<file path="config.mk">
export PLATFORM = sky130hd
export DESIGN_NAME = cmd_packet_parser_flat
export DESIGN_NICKNAME = d
export VERILOG_FILES = /design/src/rtl/cmd_packet_parser_if.sv /design/src/rtl/cmd_packet_parser.sv /design/src/flat_wrapper.sv
export SDC_FILE = /design/constraint.sdc
export NUM_CORES = 1
export LEC_CHECK = 0
export CAP_MARGIN = 25
export CORE_ASPECT_RATIO = 0.9
export CORE_UTILIZATION = 57
export DETAILED_ROUTE_END_ITERATION = 16
export HOLD_SLACK_MARGIN = 0.08
export PLACE_DENSITY_LB_ADDON = 0.25
export SKIP_CTS_REPAIR_TIMING = 1
export SLEW_MARGIN = 20
export SYNTH_ARGS = -nofsm -noshare
export SYNTH_HDL_FRONTEND = slang
export SYNTH_SLANG_ARGS = --single-unit
export TNS_END_PERCENT = 100
</file>
<file path="constraint.sdc">
create_clock -name clk -period 4 [get_ports clk]
set_input_delay 0.4 -clock clk [delete_from_list [all_inputs] [get_ports clk]]
set_output_delay 0.4 -clock clk [all_outputs]
set_load 0.05 [all_outputs]
</file>
<file path="src/rtl/cmd_packet_parser_if.sv">
// Bundles the UART byte stream, the downstream command handshake and the
// status pulses of the command packet parser.
interface cmd_packet_parser_if #(
  parameter int DATA_BIT = 8
);
  logic                i_rx_done_tick;
  logic [DATA_BIT-1:0] i_data;
  logic                i_cmd_ready;
  logic                o_cmd_valid;
  logic [DATA_BIT-1:0] o_out_pattern;
  logic [DATA_BIT-1:0] o_freq_pattern;
  logic [3:0]          o_channel;
  logic                o_mode;
  logic                o_stop;
  logic                o_start;
  logic                o_frame_err;
  logic                o_overrun;

  // Parser side: consumes bytes and ready, produces the held command.
  modport slave (
    input  i_rx_done_tick, i_data, i_cmd_ready,
    output o_cmd_valid, o_out_pattern, o_freq_pattern, o_channel,
           o_mode, o_stop, o_start, o_frame_err, o_overrun
  );

  // Environment side: UART receiver plus downstream serializer.
  modport master (
    output i_rx_done_tick, i_data, i_cmd_ready,
    input  o_cmd_valid, o_out_pattern, o_freq_pattern, o_channel,
           o_mode, o_stop, o_start, o_frame_err, o_overrun
  );
endinterface

</file>
<file path="src/rtl/cmd_packet_parser.sv">
// Assembles 3-byte UART command packets (output pattern, frequency pattern,
// control byte) into a single held command with a valid/ready handshake.
// Inter-byte gaps longer than TIMEOUT_CLK clocks or a set reserved control
// bit discard the packet and pulse o_frame_err; a valid packet arriving
// while the held command cannot be released is dropped with o_overrun.
module cmd_packet_parser #(
  parameter int DATA_BIT    = 8,
  parameter int TIMEOUT_CLK = 20000
) (
  input logic                  clk,
  input logic                  rst_n,
  cmd_packet_parser_if.slave   bus
);

  localparam int CNT_W = (TIMEOUT_CLK > 1) ? $clog2(TIMEOUT_CLK) : 1;
  localparam logic [CNT_W-1:0] CNT_LAST = CNT_W'(TIMEOUT_CLK - 1);

  typedef enum logic [1:0] {
    WAIT_B0 = 2'd0,
    WAIT_B1 = 2'd1,
    WAIT_B2 = 2'd2
  } state_t;

  state_t              state;
  logic [CNT_W-1:0]    cnt;
  logic [DATA_BIT-1:0] stage_b0;
  logic [DATA_BIT-1:0] stage_b1;

  // Handshake terms shared by the FSM below.
  logic strobe;
  logic release_ok;
  logic timed_out;

  assign strobe     = bus.i_rx_done_tick;
  assign release_ok = !bus.o_cmd_valid || bus.i_cmd_ready;
  assign timed_out  = !strobe && (cnt == CNT_LAST);

  // Packet FSM, inter-byte timeout counter and registered command outputs.
  always_ff @(posedge clk or negedge rst_n) begin
    if (!rst_n) begin
      state              <= WAIT_B0;
      cnt                <= '0;
      stage_b0           <= '0;
      stage_b1           <= '0;
      bus.o_cmd_valid    <= 1'b0;
      bus.o_out_pattern  <= '0;
      bus.o_freq_pattern <= '0;
      bus.o_channel      <= '0;
      bus.o_mode         <= 1'b0;
      bus.o_stop         <= 1'b0;
      bus.o_start        <= 1'b0;
      bus.o_frame_err    <= 1'b0;
      bus.o_overrun      <= 1'b0;
    end else begin
      // NOTE: status pulses default low every cycle and are raised only by
      // the branch that detects the event, so each lasts exactly one clock;
      // all state here uses <= so every branch sees pre-edge values.
      bus.o_frame_err <= 1'b0;
      bus.o_overrun   <= 1'b0;

      // A transfer retires the held command; a load below may refill it.
      if (bus.o_cmd_valid && bus.i_cmd_ready) begin
        bus.o_cmd_valid <= 1'b0;
      end

      case (state)
        WAIT_B0: begin
          cnt <= '0;
          if (strobe) begin
            stage_b0 <= bus.i_data;
            state    <= WAIT_B1;
          end
        end

        WAIT_B1: begin
          if (strobe) begin
            stage_b1 <= bus.i_data;
            cnt      <= '0;
            state    <= WAIT_B2;
          end else if (timed_out) begin
            stage_b0        <= '0;
            cnt             <= '0;
            bus.o_frame_err <= 1'b1;
            state           <= WAIT_B0;
          end else begin
            cnt <= cnt + CNT_W'(1);
          end
        end

        WAIT_B2: begin
          if (strobe) begin
            cnt      <= '0;
            stage_b0 <= '0;
            stage_b1 <= '0;
            state    <= WAIT_B0;
            if (bus.i_data[7]) begin
              bus.o_frame_err <= 1'b1;
            end else if (release_ok) begin
              bus.o_cmd_valid    <= 1'b1;
              bus.o_out_pattern  <= stage_b0;
              bus.o_freq_pattern <= stage_b1;
              bus.o_channel      <= bus.i_data[6:3];
              bus.o_mode         <= bus.i_data[2];
              bus.o_stop         <= bus.i_data[1];
              bus.o_start        <= bus.i_data[0];
            end else begin
              bus.o_overrun <= 1'b1;
            end
          end else if (timed_out) begin
            stage_b0        <= '0;
            stage_b1        <= '0;
            cnt             <= '0;
            bus.o_frame_err <= 1'b1;
            state           <= WAIT_B0;
          end else begin
            cnt <= cnt + CNT_W'(1);
          end
        end

        default: begin
          cnt   <= '0;
          state <= WAIT_B0;
        end
      endcase
    end
  end

endmodule
</file>
<file path="src/flat_wrapper.sv">
// flat-port wrapper written by rule: the top's interface ports become plain ports
module cmd_packet_parser_flat 
#(
  parameter int DATA_BIT    = 8,
  parameter int TIMEOUT_CLK = 20000
)
  (clk, rst_n, bus_i_rx_done_tick, bus_i_data, bus_i_cmd_ready, bus_o_cmd_valid, bus_o_out_pattern, bus_o_freq_pattern, bus_o_channel, bus_o_mode, bus_o_stop, bus_o_start, bus_o_frame_err, bus_o_overrun);
  cmd_packet_parser_if #(.DATA_BIT(DATA_BIT)) bus_i ();
  input logic clk;
  input logic rst_n;
  input wire logic [$bits(bus_i.i_rx_done_tick)-1:0] bus_i_rx_done_tick;
  input wire logic [$bits(bus_i.i_data)-1:0] bus_i_data;
  input wire logic [$bits(bus_i.i_cmd_ready)-1:0] bus_i_cmd_ready;
  output wire logic [$bits(bus_i.o_cmd_valid)-1:0] bus_o_cmd_valid;
  output wire logic [$bits(bus_i.o_out_pattern)-1:0] bus_o_out_pattern;
  output wire logic [$bits(bus_i.o_freq_pattern)-1:0] bus_o_freq_pattern;
  output wire logic [$bits(bus_i.o_channel)-1:0] bus_o_channel;
  output wire logic [$bits(bus_i.o_mode)-1:0] bus_o_mode;
  output wire logic [$bits(bus_i.o_stop)-1:0] bus_o_stop;
  output wire logic [$bits(bus_i.o_start)-1:0] bus_o_start;
  output wire logic [$bits(bus_i.o_frame_err)-1:0] bus_o_frame_err;
  output wire logic [$bits(bus_i.o_overrun)-1:0] bus_o_overrun;
  assign bus_i.i_rx_done_tick = bus_i_rx_done_tick;
  assign bus_i.i_data = bus_i_data;
  assign bus_i.i_cmd_ready = bus_i_cmd_ready;
  assign bus_o_cmd_valid = bus_i.o_cmd_valid;
  assign bus_o_out_pattern = bus_i.o_out_pattern;
  assign bus_o_freq_pattern = bus_i.o_freq_pattern;
  assign bus_o_channel = bus_i.o_channel;
  assign bus_o_mode = bus_i.o_mode;
  assign bus_o_stop = bus_i.o_stop;
  assign bus_o_start = bus_i.o_start;
  assign bus_o_frame_err = bus_i.o_frame_err;
  assign bus_o_overrun = bus_i.o_overrun;
  cmd_packet_parser #(.DATA_BIT(DATA_BIT), .TIMEOUT_CLK(TIMEOUT_CLK)) u_core (.clk(clk), .rst_n(rst_n), .bus(bus_i));
endmodule
</file>
==> out/results.ini <==
[clock_tree]
cts_buffers=9
cts_tree=built
clk_latency_ps=340
cts_sinks=59
clockBufferDepth=2
ctsRootBufferMaster=clkbuf_8
clkTransAtPathRegs_ps=70
h-tree-depth=3

[sta]
fmax_mhz=447
setup-violations-final=0
tns_ps=0
min_period_over_period_pct=55.9
rsz0062_at_grt=false
hold_viol=0
fin_worst_skew_ps=10.8
relSlewSlack_pct=52.9
worst_pin_slew_ps=706
whs_ps=191
min_period_ps=2240
report.final.slew_viol_count=0

[cells_and_area]
area_delta_synth_final_pct=23.4
drive_gt1_share_pct=19.8
diodes=0
final_net_count=254
design_area_sq_um=3120
fin_cells=302

[synthesis]
ys_types=35
yosys_warnings=0
synth.top_cells.by_area=dfrtp_1 58%, mux2_2 10%, a22o_1 5.5%
yosys.area.top_type=dfrtp_1
post-synth-top-area-fraction_pct=58.4
ys_seq_elements=59
synthCells=195
synth_fp_nets=212
avgSynthCellArea_sq_um=13.0
synth_edf_count=0
synth_most_common_cell=dfrtp_1
syn_area_sq_um=2530
synthTopCellsByCount=59 x dfrtp_1, 23 x mux2_2, 19 x nor2_1, 16 x a22o_1, 11 x xor2_1
synthArstFlopShare_pct=100
ys_seq_area_share_pct=58.4
synthFlopType=dfrtp_1

[routing]
drtIter0Drc=138
dr_wl_met3_um=262
drt_drc_violations_left=0
vias=1708
wl_mm=5.18
avgRoutedWirePerCell_um=17.1
ant_nets=0
via_per_inst=5.66
drt-met1-wl_mm=2.28
first_pass_iters=4
met2_length_mm=2.53
highest_layer=met4

[setup_path]
critPathMaxFanout=12
cpMaxStageDelayCell=clkdlybuf4s50_1
cpLargestDelayFamily=simple AND/OR/NAND/NOR gates
cp_num_buf_inv=1
crit_type=input port to flop
r2r_cells=4
worst_r2r_endpoint=u_core.stage_b0[3]
cp_data_arrival_time_ps=2470
critPathMaxStageDelay_ps=600
r2r_setup_slack_ps=1900
startpoint=bus_i_rx_done_tick
worstPathRequired_ps=4230
path_cells=clkdlybuf4s50_1, or4_4, nor4_4, o21ai_1, a22o_1
endpoint=u_core.stage_b0[3]
cp-end-kind=flop
reg2reg_from=u_core.cnt[5]
worstSetupStartpointType=input port
cp.depth=5

[grt]
grt_max_degree=60
antenna_found_initial=0
first_global_vias=1735
grt_util_all_layers_pct=25.5
grt_pass1_wl_mm=8.65
overflow=0

[run_status]
status=completed

[floorplanning]
row_count=22
fp.dieW_um=72.2
initial_utilization_pct=60.9
core-area_sq_um=4160
die_area_sq_um=4710
fp.dieH_um=65.2
io_pins=38

[flow_run]
cap_viol_max_count=0

[placed_design]
place_inst=286
detailed_place_hpwl_mm=3.35
port_buffers=37
dpl_cell_area_sq_um=2930
place.gp.congestion=0.814

[pwr]
p_per_area_nw_per_um2=811
leakage_nw=1.39
ir_worst_vdd_mv=0.508

[min_path]
min_path_type=input port to async pin

## how the worst min path moves through the flow
| stage | from | end | cells after the start |
|---|---|---|---|
| global placement | u_core.cnt[0] | u_core.cnt[0] | 1 |
| floorplan | rst_n | u_core.bus.o_channel[0] | 0 |
| detailed placement | u_core.stage_b1[1] | u_core.stage_b1[1] | 1 |
| finish | rst_n | u_core.state[0] | 2 |
| global route | rst_n | u_core.stage_b0[7] | 2 |
| CTS | rst_n | u_core.stage_b0[7] | 2 |
## per-stage QoR
stage	util, %	power (mW)	setup slack [ps]
after global placement	70.5	1.95	1540
after floorplan	-	1.66	2060
after detailed placement	70.5	2.00	1440
after CTS	75.1	2.54	1800
final	75.1	2.53	1760
after global routing	75.1	2.65	1660
## routing by layer
metal / up-vias / track usage, %
li1: 784 / -
met1: 853 / 31.6
met2: 59 / 40.0
met3: 12 / 10.4
met4: 0 / 10.0
met5: - / 0
## kinds of logic (layout without fill, tap and decap cells)
family,Yosys count,in the layout,share of synthesized area [%]
compound gates,28,28,8.41
xor+xnor,13,13,4.50
fa+ha+maj,5,5,2.47
buf+inv,12,59,2.87
flops,59,59,58.4
mux,23,23,10.2
simple gates,55,55,13.2
## placed cells by master (no fill, tap or decap), drive strengths merged, types with 2 or more instances in the layout
cell type | Yosys | final
nand3 | 5 | 5
xnor2 | 2 | 2
clkbuf | 4 | 10
nor2 | 19 | 19
clkinv | 0 | 5
o21ai | 5 | 5
mux2 | 23 | 23
clkdlybuf4s50 | 0 | 36
nand2b | 2 | 2
or4 | 2 | 2
buf | 4 | 3
nand2 | 6 | 6
nand4 | 6 | 6
xor2 | 11 | 11
dfrtp | 59 | 59
a21oi | 2 | 2
a22o | 16 | 16
and4 | 4 | 4
ha | 5 | 5
nor2b | 4 | 4
inv | 4 | 4
nand3b | 3 | 3
## worst reg2reg max path: cells and delay by family (launching register included)
family,cells,cell delay [ps]
simple gates,2,970
compound gates,2,580
flops,1,450
## state kept, by name (all words and copies together) (netlist names)
register	flops
u_core.bus.o_channel	4
u_core.bus.o_cmd_valid	1
u_core.bus.o_frame_err	1
u_core.bus.o_freq_pattern	8
u_core.bus.o_mode	1
u_core.bus.o_out_pattern	8
u_core.bus.o_overrun	1
u_core.bus.o_start	1
u_core.bus.o_stop	1
u_core.cnt	15
u_core.stage_b0	8
u_core.stage_b1	8
u_core.state	2
## area by class of cell
cell class / instances / area [sq um]
Tap cell: 60 / 75.1
Fill cell: 268 / 1030
Clock buffer: 10 / 138
Inverter: 4 / 15.0
Timing Repair Buffer: 39 / 380
Sequential cell: 59 / 1480
Clock inverter: 6 / 55.1
Multi-Input combinational cell: 124 / 983
## where the power goes
group	internal, mW	total [mW]	switching [mW]
Combinational	0.414	1.09	0.673
Sequential	0.792	0.913	0.120
Clock	0.299	0.534	0.235
Total	1.51	2.53	1.03
(Power assumes the default switching activity.)
